--- src/rtl/gate_bist_pkg.sv ---
// Shared definitions for the 2-input gate BIST controller: FSM state codes,
// stimulus vector geometry and the reference truth table of the gate under test.
// Imported by gate_bist_vecgen and gate_bist_ctrl.
package gate_bist_pkg;

    localparam int VEC_W   = 2;
    localparam int NUM_VEC = 4;

    localparam logic [2:0] ST_IDLE   = 3'd0;
    localparam logic [2:0] ST_DRIVE  = 3'd1;
    localparam logic [2:0] ST_SETTLE = 3'd2;
    localparam logic [2:0] ST_SAMPLE = 3'd3;
    localparam logic [2:0] ST_DONE   = 3'd4;

    // Reference model of the andgate cell.
    function automatic logic and_expected(input logic a, input logic b);
        return a & b;
    endfunction

endpackage

--- src/rtl/gate_bist_vecgen.sv ---
// Stimulus vector generator: walks vectors 00..11, repeated SWEEPS times.
// Latency: clear/step take effect on the next rising edge.
// Backpressure: none; the controller issues step only once per SAMPLE state.
// Ports: clk, rst (async, active-high), clear_i (restart at vec 0 / sweep 0),
//        step_i (advance one vector), vec_o (current vector), last_o (final
//        vector of the final sweep).
module gate_bist_vecgen
    import gate_bist_pkg::*;
#(
    parameter int SWEEPS = 1
) (
    input  logic             clk,
    input  logic             rst,
    input  logic             clear_i,
    input  logic             step_i,
    output logic [VEC_W-1:0] vec_o,
    output logic             last_o
);

    localparam logic [VEC_W-1:0] LAST_VEC   = VEC_W'(NUM_VEC - 1);
    localparam logic [3:0]       LAST_SWEEP = 4'(SWEEPS - 1);

    logic [VEC_W-1:0] vec_q;
    logic [3:0]       sweep_q;

    always_ff @(posedge clk or posedge rst) begin
        if (rst) begin
            vec_q   <= '0;
            sweep_q <= '0;
        end else if (clear_i) begin
            vec_q   <= '0;
            sweep_q <= '0;
        end else if (step_i) begin
            // The controller never steps past the last vector, so the sweep
            // counter cannot overrun.
            if (vec_q == LAST_VEC) begin
                vec_q   <= '0;
                sweep_q <= sweep_q + 4'd1;
            end else begin
                vec_q   <= vec_q + 1'b1;
            end
        end
    end

    assign vec_o  = vec_q;
    assign last_o = (vec_q == LAST_VEC) && (sweep_q == LAST_SWEEP);

endmodule

--- src/rtl/gate_bist_ctrl.sv ---
// BIST sequencer for a 2-input AND cell: drive each vector, settle, sample, compare.
// Latency: start at edge k -> done at edge k + 4*SWEEPS*(SETTLE_CYCLES+2).
// Backpressure: start is ignored while busy; start held high restarts from DONE.
// Ports: clk, rst (async, active-high), start, gate_a/gate_b (registered stimulus),
//        gate_out (cell output, synchronous to clk), busy, done, pass.
// Optional error log (macro GATE_BIST_ERRLOG_EN): err_cnt, first_fail_vec, first_fail_vld.
module gate_bist_ctrl
    import gate_bist_pkg::*;
#(
    parameter int SETTLE_CYCLES = 4,
    parameter int SWEEPS        = 1,
    parameter int ERR_W         = 4
) (
    input  logic             clk,
    input  logic             rst,
    input  logic             start,
    output logic             gate_a,
    output logic             gate_b,
    input  logic             gate_out,
    output logic             busy,
    output logic             done,
`ifdef GATE_BIST_ERRLOG_EN
    output logic [ERR_W-1:0] err_cnt,
    output logic [1:0]       first_fail_vec,
    output logic             first_fail_vld,
`endif
    output logic             pass
);

    logic [2:0]       state_q, state_d;
    logic [7:0]       settle_q, settle_d;
    logic [1:0]       gate_q, gate_d;      // {a,b}
    logic             fail_q, fail_d;
    logic             vg_clear, vg_step;
    logic [VEC_W-1:0] vec;
    logic             vec_last;
    logic             mismatch;

`ifdef GATE_BIST_ERRLOG_EN
    logic [ERR_W-1:0] err_q, err_d;
    logic [1:0]       ffv_q, ffv_d;
    logic             ffvld_q, ffvld_d;
`endif

    gate_bist_vecgen #(
        .SWEEPS (SWEEPS)
    ) u_vecgen (
        .clk     (clk),
        .rst     (rst),
        .clear_i (vg_clear),
        .step_i  (vg_step),
        .vec_o   (vec),
        .last_o  (vec_last)
    );

    assign mismatch = (gate_out != and_expected(gate_q[1], gate_q[0]));

    always_comb begin
        state_d  = state_q;
        settle_d = settle_q;
        gate_d   = gate_q;
        fail_d   = fail_q;
        vg_clear = 1'b0;
        vg_step  = 1'b0;
`ifdef GATE_BIST_ERRLOG_EN
        err_d    = err_q;
        ffv_d    = ffv_q;
        ffvld_d  = ffvld_q;
`endif
        case (state_q)
            ST_IDLE, ST_DONE: begin
                if (start) begin
                    // The stimulus registers take vector 00 on the same edge
                    // that enters DRIVE.
                    state_d  = ST_DRIVE;
                    gate_d   = 2'b00;
                    fail_d   = 1'b0;
                    vg_clear = 1'b1;
`ifdef GATE_BIST_ERRLOG_EN
                    err_d    = '0;
                    ffv_d    = 2'b00;
                    ffvld_d  = 1'b0;
`endif
                end
            end
            ST_DRIVE: begin
                settle_d = 8'(SETTLE_CYCLES);
                state_d  = ST_SETTLE;
            end
            ST_SETTLE: begin
                settle_d = settle_q - 8'd1;
                if (settle_q == 8'd1) begin
                    state_d = ST_SAMPLE;
                end
            end
            ST_SAMPLE: begin
                if (mismatch) begin
                    fail_d = 1'b1;
`ifdef GATE_BIST_ERRLOG_EN
                    if (err_q != {ERR_W{1'b1}}) begin
                        err_d = err_q + 1'b1;
                    end
                    if (!ffvld_q) begin
                        ffv_d   = gate_q;
                        ffvld_d = 1'b1;
                    end
`endif
                end
                if (vec_last) begin
                    state_d = ST_DONE;
                    gate_d  = 2'b00;
                end else begin
                    // Next vector wraps 11 -> 00 when a new sweep begins.
                    state_d = ST_DRIVE;
                    vg_step = 1'b1;
                    gate_d  = vec + 2'd1;
                end
            end
            default: begin
                state_d = ST_IDLE;
                gate_d  = 2'b00;
            end
        endcase
    end

    always_ff @(posedge clk or posedge rst) begin
        if (rst) begin
            state_q  <= ST_IDLE;
            settle_q <= '0;
            gate_q   <= 2'b00;
            fail_q   <= 1'b0;
`ifdef GATE_BIST_ERRLOG_EN
            err_q    <= '0;
            ffv_q    <= 2'b00;
            ffvld_q  <= 1'b0;
`endif
        end else begin
            state_q  <= state_d;
            settle_q <= settle_d;
            gate_q   <= gate_d;
            fail_q   <= fail_d;
`ifdef GATE_BIST_ERRLOG_EN
            err_q    <= err_d;
            ffv_q    <= ffv_d;
            ffvld_q  <= ffvld_d;
`endif
        end
    end

    assign gate_a = gate_q[1];
    assign gate_b = gate_q[0];
    assign busy   = (state_q == ST_DRIVE) || (state_q == ST_SETTLE) || (state_q == ST_SAMPLE);
    assign done   = (state_q == ST_DONE);
    assign pass   = (state_q == ST_DONE) && !fail_q;

`ifdef GATE_BIST_ERRLOG_EN
    assign err_cnt        = err_q;
    assign first_fail_vec = ffv_q;
    assign first_fail_vld = ffvld_q;
`endif

endmodule

--- config.mk ---
export PLATFORM = sky130hd
export DESIGN_NAME = gate_bist_ctrl
export DESIGN_NICKNAME = d
export VERILOG_FILES = /design/src/rtl/gate_bist_pkg.sv /design/src/rtl/gate_bist_vecgen.sv /design/src/rtl/gate_bist_ctrl.sv
export SDC_FILE = /design/constraint.sdc
export NUM_CORES = 1
export LEC_CHECK = 0
export BUFFER_PORTS_ARGS = -buffer_cell sky130_fd_sc_hd__buf_2
export CAP_MARGIN = 10
export CORE_MARGIN = 2
export CORE_UTILIZATION = 50
export DETAILED_ROUTE_END_ITERATION = 12
export PLACE_DENSITY_LB_ADDON = 0.15
export SYNTH_ARGS = -nofsm -noshare
export SYNTH_HDL_FRONTEND = slang
export SYNTH_SLANG_ARGS = --single-unit
--- constraint.sdc ---
create_clock -name clk -period 2 [get_ports clk]
set_input_delay 0.4 -clock clk [delete_from_list [all_inputs] [get_ports clk]]
set_output_delay 0.4 -clock clk [all_outputs]
set_load 0.02 [all_outputs]
==> impl_metrics.csv, run 1 <==
group,metric,value,unit
worst_setup_path,crit_fanout,10,
power_and_ir_drop,clkPwrFrac,17.9,%
die,rows,17,
power_and_ir_drop,p_int,1.06,mW
power_and_ir_drop,switching_share,41.5,%
drt,drt-wirelength-per-cell,14.5,um
power_and_ir_drop,ir_drop,931,uV
drt,detail-route-antenna-nets,0,
synth,synth-seq-cells,20,
drt,vias,927,
power_and_ir_drop,netSwitchingPower,0.753,mW
global_routing,grt_pass1_wl,3.93,mm
worst_setup_path,worst_setup_path_start_kind,"flip-flop",
synth,async_flop_share,100,%
synth,synth_cells,118,
synth,ys_top_cells_by_count,"dfrtp_1, inv_1, o21ai_0",
drt,firstDrtPassIters,4,
sta,hold_viol,0,
clock_tree,insertion_delay,0.29,ns
clock_tree,post_cts_buffers,0,
drt,drt_iter0_drc,9,
worst_hold_path,hold_class,"in2async",
drt,wirelength,2.25,mm
global_routing,grt_pass1_vias,906,
clock_tree,cts.clk_slew.worst_paths,0.11,ns
synth,yosys.cell_types.count,40,
cells_and_area,area_growth,8.96,%
cells_and_area,drive_gt1_share,18.1,%
clock_tree,cts_buffers,3,
flow_run,maxCapViolations,0,
worst_setup_path,arrival,1.43,ns
die,die_w,52.1,um
die,fp.dieArea,2720,um2
global_routing,grt_use_total,19.7,%
sta,worst_pin_slew,0.662,ns
outcome,status,"complete, no violations",
sta,fin_worst_skew,0.00398,ns
sta,whs,0.103,ns
sta,setup_viol,0,
clock_tree,cts_tree,"done",
synth,ys_warn_count,0,
power_and_ir_drop,seqPwrFrac,39.7,%
power_and_ir_drop,report.power.total,1.82,mW
sta,slew_viol_final,0,
sta,clock.fmax,546,MHz
synth,syn_avg_cell_area,9.82,um2
place,portBuffers,8,
worst_setup_path,required,1.60,ns
power_and_ir_drop,combinationalPowerShare,42.5,%
sta,relSlewSlack,55.7,%
synth,synth_top_cell_area_share,43.2,%
power_and_ir_drop,power_density,1440,nW/um2
sta,finalCritPeriodShare,91.6,%
clock_tree,clock_tree.root_cell,"clkbuf_4",
global_routing,grt_max_degree,21,
clock_tree,cts_buffer_depth,2,
place,place_congestion,0.777,
global_routing,antenna_found_initial,0,
cells_and_area,diodes,0,
synth,syn_nets,127,
drt,drcViolationCount,0,
synth,yosys_most_used_dff,"dfrtp_1",
die,fp.dieH,52.1,um
synth,yosysSeqAreaShare,43.2,%
drt,viasPerCell,5.98,
cells_and_area,nNetsFinal,137,
global_routing,grt_overflow,0,
worst_setup_path,worstSetupEndpointType,"output pin",
sta,layout_min_cycle_time,1.83,ns
synth,synth_area_leaders,"dfrtp_1, ha_1, mux2i_1, inv_1, o21ai_0",
synth,yosysMostFrequentCell,"dfrtp_1",
clock_tree,ctsHtreeMaxLevel,1,
worst_setup_path,crit_type,"reg2out",
die,core-area,2190,um2
die,ios,9,
place,dp_hpwl,1.71,mm
synth,synth_area,1160,um2
synth,synth_edf_count,0,
synth,yosys.area.top_type,"dfrtp_1",
clock_tree,clock-sinks,20,
clock_tree,ctsHoldBuffers,0,
power_and_ir_drop,leakage,0.575,nW
die,start_util,52.9,%
==> worst paths after layout <==
path,start,cells past startpoint,end,slack (ns)
setup reg to reg,settle_q[1],5,settle_q[6],0.29
hold reg to reg,settle_q[7],1,state_q[0],0.47
setup / recovery,state_q[0],4,pass,0.17
min in group clk,start,2,state_q[2],0.32
hold / removal,rst,3,settle_q[2],0.10
max in group asynchronous,rst,3,state_q[1],1.67
==> through the flow <==
step	TNS [ns]	util [%]	instances	setup WS [ns]	cell area, um2
after global routing	-0.000211	57.6	155	-0.000211	1260
after detailed placement	0	55.2	151	0.329	1210
final	0	57.6	155	0.167	1260
after global placement	0	55.2	151	0.374	1210
after floorplan	0	-	118	0.420	1160
after CTS	0	57.6	155	0.144	1260
==> critical path, cell delays in order (launching register included) <==
cell and delay, ns:
dfrtp_1 0.52, nor2_1 0.23, nand2_1 0.12, nor2_1 0.11
buf_2 0.17
==> cell families (layout without fill, tap and decap cells) <==
kind of cell | after synthesis | after routing | share of synthesized area (%)
simple gates | 39 | 39 | 20.8
buf+inv | 15 | 24 | 6.37
xor+xnor | 2 | 2 | 1.51
compound gates | 31 | 31 | 17.4
fa+ha+maj | 5 | 5 | 5.40
flops | 20 | 20 | 43.2
mux | 6 | 6 | 5.29
==> power by group through the flow <==
stage                     Sequential [mW]  Combinational (mW)  Clock [mW]
after CTS                           0.716               0.779       0.334
after detailed placement            0.723               0.776           0
after global routing                0.750               0.872       0.353
final                               0.720               0.772       0.324
after floorplan                     0.661               0.681           0
after global placement              0.719               0.750           0
==> placed cells by master (no fill, tap or decap), types with 2 or more instances in the layout <==
cell      count
mux2i_1       5
nor2_1        7
o22ai_1       2
nand4_1       4
nor4_1        2
ha_1          5
buf_2         8
or3b_2        2
o21ai_0       8
inv_1        11
a21oi_1       6
dfrtp_1      19
nand3_1       5
o31ai_1       5
clkbuf_4      3
a31oi_1       2
or3_1         2
nand2_1       6
==> state kept, by name (all words and copies together) (netlist names) <==
name              count
settle_q              8
state_q               3
u_vecgen.sweep_q      4
gate_q                2
u_vecgen.vec_o        2
fail_q                1
==> routing by layer <==
metal | up-vias | share of wire [%] | track usage [%]
met5 | - | 0 | 0
met4 | 0 | 1.7 | 9.40
met3 | 4 | 2.2 | 2.59
met2 | 13 | 54 | 35.2
met1 | 455 | 42 | 23.1
li1 | 455 | - | -
==> repair_timing <==
item | in CTS | in global routing
endpoints found under the hold margin | 0 | 0
endpoints found under the setup margin | 0 | 1
resized for setup | 0 | 1
==> cell type report <==
type / instances / area (um2)
Sequential cell: 20 / 502
Clock inverter: 1 / 30.0
Fill cell: 192 / 928
Multi-Input combinational cell: 83 / 584
Clock buffer: 3 / 22.5
Inverter: 11 / 41.3
Timing Repair Buffer: 9 / 47.5
Tap cell: 28 / 35.0
Note: power is estimated with default switching activity, not from simulation.
==> run 2: changes to the inputs <==
--- a/config.mk
+++ b/config.mk
@@ -8,8 +8,9 @@
 export BUFFER_PORTS_ARGS = -buffer_cell sky130_fd_sc_hd__buf_2
 export CAP_MARGIN = 10
 export CORE_MARGIN = 2
-export CORE_UTILIZATION = 50
+export CORE_UTILIZATION = 43
 export DETAILED_ROUTE_END_ITERATION = 12
+export HOLD_SLACK_MARGIN = 0.03
 export PLACE_DENSITY_LB_ADDON = 0.15
 export SYNTH_ARGS = -nofsm -noshare
 export SYNTH_HDL_FRONTEND = slang
==> constraint.sdc (replaced) <==
create_clock -name clk -period 2.4 [get_ports clk]
set_input_delay 0.48 -clock clk [delete_from_list [all_inputs] [get_ports clk]]
set_output_delay 0.48 -clock clk [all_outputs]
set_load 0.02 [all_outputs]
==> run 2 against run 1 <==
Clock skew about the same. Non-clock buffer count fell by 1. Register-to-register slack improved by 0.42 ns. Combinational power down 18%. Sequential cell count unchanged. Critical path depth is the same. Critical endpoint unchanged. Largest cell class unchanged. Highest routed layer unchanged.
==> impl_metrics.csv, run 2 (synthesized netlist as in run 1, its figures left out) <==
group,metric,value,unit
outcome,status,"complete, no violations",
clock_tree,cts_buffers,3,
worst_setup_path,crit-reg2reg-capture,"settle_q[4]",
power_and_ir_drop,seqPwrFrac,42.3,%
clock_tree,ctsHoldBuffers,0,
worst_setup_path,crit_type,"reg2out",
cells_and_area,drive_gt1_share,16.7,%
drt,vias,937,
cells_and_area,area_growth,7.02,%
worst_setup_path,rr_worst_depth,5,
sta,rsz0062_at_grt,"no",
drt,drt-wirelength-per-cell,14.5,um
worst_setup_path,crit_fanout,12,
drt,wirelength,2.27,mm
worst_setup_path,critPathBufInv,1,
clock_tree,clock-sinks,20,
clock_tree,cts_tree,"done",
place,place_congestion,0.826,
power_and_ir_drop,p_int,0.806,mW
cells_and_area,final_common_cell,"dfrtp_1",
sta,layout_min_cycle_time,1.97,ns
clock_tree,insertion_delay,0.30,ns
global_routing,antenna_found_initial,0,
clock_tree,cts_resized,0,
cells_and_area,mostFrequentLayoutCells,"dfrtp_1, inv_1, o21ai_0, buf_2, nor2_1",
worst_setup_path,reg2reg_slack,0.71,ns
global_routing,grt_overflow,0,
cells_and_area,largest_registers,"settle_q (8), u_vecgen.sweep_q (4), state_q (3)",
drt,viasPerCell,6.01,
place,portBuffers,8,
clock_tree,cts.clk_slew.worst_paths,0.11,ns
sta,worst_pin_slew,0.756,ns
power_and_ir_drop,netSwitchingPower,0.626,mW
drt,drt_iter0_drc,28,
sta,fin_worst_skew,0.00408,ns
worst_setup_path,cpLargestDelayFamily,"flip-flops",
power_and_ir_drop,clkPwrFrac,13.6,%
drt,detail-route-antenna-nets,0,
power_and_ir_drop,switching_share,43.7,%
worst_setup_path,crit_chain,"nor2_1 > nand2_1 > nor2_1 > buf_2",
global_routing,grt_max_degree,21,
sta,finalCritPeriodShare,81.9,%
worst_setup_path,r2r_start,"settle_q[0]",
flow_run,maxCapViolations,0,
sta,setup_viol,0,
die,ios,9,
worst_setup_path,required,1.92,ns
worst_setup_path,arrival,1.49,ns
power_and_ir_drop,power_density,1150,nW/um2
clock_tree,post_cts_buffers,0,
sta,hold_viol,0,
clock_tree,clock_tree.root_cell,"clkbuf_4",
sta,fin_setup_tns,0,ns
place,dp_hpwl,1.65,mm
sta,whs,0.296,ns
die,fp.dieArea,3130,um2
die,fp.dieH,55.9,um
die,die_w,55.9,um
sta,slew_viol_final,0,
worst_setup_path,worst_setup_path_start_kind,"flip-flop",
sta,clock.fmax,509,MHz
die,core-area,2520,um2
worst_setup_path,cp_slowest_cell,"dfrtp_1",
sta,relSlewSlack,49.6,%
global_routing,grt_pass1_vias,870,
worst_hold_path,hold_class,"in2async",
die,start_util,45.9,%
global_routing,grt_pass1_wl,4.00,mm
cells_and_area,largest_reg_flops,8,
die,rows,18,
cells_and_area,nNetsFinal,136,
worst_setup_path,cpMostUsedCell,"nor2_1",
power_and_ir_drop,combinationalPowerShare,44.1,%
power_and_ir_drop,ir_drop,724,uV
cells_and_area,max_flop_register,"settle_q",
cells_and_area,diodes,0,
drt,firstDrtPassIters,4,
worst_setup_path,cpPeakStageDelay,0.55,ns
clock_tree,ctsHtreeMaxLevel,1,
worst_setup_path,worstSetupEndpointType,"output pin",
clock_tree,cts_buffer_depth,2,
power_and_ir_drop,leakage,0.565,nW
drt,drcViolationCount,0,
global_routing,grt_use_total,16.1,%
run 2: stage by stage:
stage                     util, %  instances  worst slack (ns)  total power, mW  instance area [um2]
after detailed placement     47.7        152             0.739             1.24                 1200
after floorplan                 -        118             0.820             1.12                 1160
after CTS                    49.2        156             0.398             1.44                 1240
after global placement       47.7        152             0.766             1.23                 1200
after global routing         49.2        156             0.296             1.56                 1240
final                        49.2        156             0.434             1.43                 1240
run 2: cell type report:
cell class                      count  area, um2
Multi-Input combinational cell     83        584
Sequential cell                    20        500
Clock buffer                        4       36.3
Inverter                           11       41.3
Timing Repair Buffer                8       40.0
Fill cell                         239       1280
Tap cell                           30       37.5
run 2: worst max path at each step:
stage          slack [ns]  depth (start not counted)        start     endpoint
2_1_floorplan        0.82                          5  settle_q[0]  settle_q[4]
3_3_place_gp         0.77                          5  settle_q[0]  settle_q[4]
3_5_place_dp         0.74                          5  settle_q[0]  settle_q[4]
4_1_cts              0.40                          4   state_q[1]         pass
5_1_grt              0.30                          4   state_q[1]         pass
6_report             0.43                          4   state_q[1]         pass
run 2: power by group through the flow:
stage | registers, mW | logic, mW | clock network, mW
5_1_grt | 0.631 | 0.710 | 0.217
2_1_floorplan | 0.551 | 0.567 | 0
3_5_place_dp | 0.610 | 0.631 | 0
3_3_place_gp | 0.601 | 0.629 | 0
6_report | 0.606 | 0.631 | 0.195
4_1_cts | 0.603 | 0.634 | 0.207
run 2: layer usage:
metal  vias up  part of all wire, %  track usage [%]
met4         0                  1.8             7.48
met3         4                  2.9             2.09
met2        21                   51             26.9
met1       458                   45             20.8
li1        454                    -                -
met5         -                    0                0
==> run 3: changes to the inputs <==
==> constraint.sdc (replaced) <==
create_clock -name clk -period 1.9 [get_ports clk]
set_input_delay 0.38 -clock clk [delete_from_list [all_inputs] [get_ports clk]]
set_output_delay 0.38 -clock clk [all_outputs]
set_load 0.02 [all_outputs]
==> run 3 against run 2 <==
Die area unchanged. Global-route usage decreased by 0.17 points. Core utilization up 0.69 points. Sequential cell count unchanged. Sequential share of layout area decreased by 0.36 points. Power up 27%. Non-clock buffer count rose by 2. Hold slack worse by 0.22 ns. Clock power grew 27%. Via count shrank 0.21%. Critical path type unchanged. Largest cell class unchanged. Largest power group unchanged. Highest routed layer is now met3.
==> impl_metrics.csv, run 3 (synthesized netlist as in run 1, its figures left out) <==
group,metric,value,unit
cells_and_area,final_common_cell,"dfrtp_1",
sta,fin_worst_skew,0.00199,ns
drt,viasPerCell,5.92,
place,portBuffers,8,
drt,vias,935,
place,place_congestion,0.821,
sta,clock.fmax,561,MHz
drt,firstDrtPassIters,4,
die,die_w,55.9,um
worst_setup_path,cpMostUsedCell,"nor2_1",
cells_and_area,largest_reg_flops,8,
place,dp_hpwl,1.65,mm
clock_tree,ctsHtreeMaxLevel,1,
drt,wl_met1,1.01,mm
global_routing,grt_pass1_vias,917,
global_routing,grt_use_total,16.0,%
cells_and_area,mostFrequentLayoutCells,"dfrtp_1, inv_1, o21ai_0, buf_2, nor2_1",
clock_tree,clock_tree.root_cell,"clkbuf_4",
drt,wirelength,2.23,mm
worst_setup_path,crit_type,"reg2out",
worst_setup_path,rr_worst_depth,5,
worst_setup_path,cp_slowest_cell,"dfrtp_2",
drt,drt-wirelength-per-cell,14.1,um
power_and_ir_drop,leakage,0.573,nW
die,rows,18,
cells_and_area,diodes,0,
clock_tree,cts_buffer_depth,2,
drt,highest_layer,"met3",
outcome,status,"complete, no violations",
cells_and_area,area_growth,8.53,%
sta,relSlewSlack,59.6,%
worst_setup_path,worstSetupEndpointType,"output pin",
worst_setup_path,worst_setup_path_start_kind,"flip-flop",
global_routing,grt_overflow,0,
cells_and_area,max_flop_register,"settle_q",
cells_and_area,nFillCells,243,
die,fp.dieArea,3130,um2
drt,detail-route-antenna-nets,0,
worst_setup_path,required,1.52,ns
die,fp.dieH,55.9,um
sta,hold_viol,0,
die,ios,9,
cells_and_area,largest_registers,"settle_q (8), u_vecgen.sweep_q (4), state_q (3)",
sta,worst_pin_slew,0.601,ns
clock_tree,post_cts_buffers,0,
drt,dr_wl_met2,1.15,mm
drt,drt_iter0_drc,26,
die,start_util,45.9,%
worst_setup_path,cpPeakStageDelay,0.51,ns
global_routing,grt_max_degree,21,
clock_tree,insertion_delay,0.29,ns
clock_tree,cts_buffers,3,
drt,drcViolationCount,0,
power_and_ir_drop,report.power.total,1.82,mW
worst_setup_path,crit_fanout,10,
global_routing,grt_pass1_wl,4.00,mm
global_routing,antenna_found_initial,0,
power_and_ir_drop,ir_drop,931,uV
clock_tree,cts_tree,"done",
sta,setup_viol,0,
cells_and_area,drive_gt1_share,19.5,%
worst_setup_path,r2r_start,"settle_q[0]",
cells_and_area,nNetsFinal,138,
clock_tree,clock-sinks,20,
worst_setup_path,arrival,1.40,ns
flow_run,maxCapViolations,0,
sta,rsz0062_at_grt,"no",
die,core-area,2520,um2
worst_setup_path,cp-startpoint,"state_q[0]",
sta,fin_setup_tns,0,ns
clock_tree,cts.clk_slew.worst_paths,0.11,ns
worst_hold_path,hold_class,"in2async",
worst_setup_path,crit_chain,"nor2_1 > nand2_1 > nor2_1 > buf_2",
power_and_ir_drop,power_density,1450,nW/um2
drt,route.met3.wl,63,um
sta,finalCritPeriodShare,93.9,%
sta,layout_min_cycle_time,1.78,ns
sta,slew_viol_final,0,
## run 3: area by class of cell
cell class	instances	area [um2]	share of cell area (%)
multi-input combinational	83	584	46.5
timing repair buffer	10	55.1	4.38
tap	30	37.5	2.99
sequential	20	503	40.0
clock buffer	4	36.3	2.89
inverter	11	41.3	3.28
## run 3: worst max-delay path: cells and delay by family, from the launching register on
family                 cells  cell delay (ns)
buffers and inverters      1             0.17
DFF                        1             0.51
and+or+nand+nor            3             0.43
## run 3: per-stage QoR
step | cells | worst slack, ns | instance area [um2] | hold slack, ns | util, %
finish | 158 | 0.116 | 1260 | 0.0804 | 49.9
global route | 158 | 0.0214 | 1260 | 0.125 | 49.9
CTS | 158 | 0.0301 | 1250 | 0.0810 | 49.8
detailed placement | 154 | 0.229 | 1220 | 0.420 | 48.3
global placement | 154 | 0.270 | 1220 | 0.418 | 48.3
floorplan | 118 | 0.320 | 1160 | 0.344 | -
## run 3: what timing repair did
action / in CTS / in global routing
hold buffers: 0 / 0
hold endpoints to repair: 0 / 0
resized for setup: 0 / 2
setup endpoints to repair: 0 / 2
## run 3: routing by layer
layer | track usage, % | vias up
met2 | 28.7 | 18
met1 | 19.7 | 463
met3 | 2.09 | 0
met4 | 5.10 | 0
li1 | - | 454
met5 | 0 | -
## run 3: path summary, 6_finish.rpt
| kind | to | slack [ns] |
|---|---|---|
| min | u_vecgen.sweep_q[1] | 0.08 |
| max reg2reg | settle_q[4] | 0.20 |
| max | pass | 0.12 |
| min in group clk | state_q[2] | 0.30 |
| min reg2reg | state_q[0] | 0.47 |
| max in group asynchronous | state_q[1] | 1.59 |
## run 3: where the power goes
group | leakage, nW | total, mW | internal (mW) | switching, mW
clock | 0.0210 | 0.247 | 0.117 | 0.130
sequential | 0.259 | 0.767 | 0.572 | 0.195
combinational | 0.292 | 0.806 | 0.343 | 0.463
total | 0.573 | 1.82 | 1.03 | 0.788
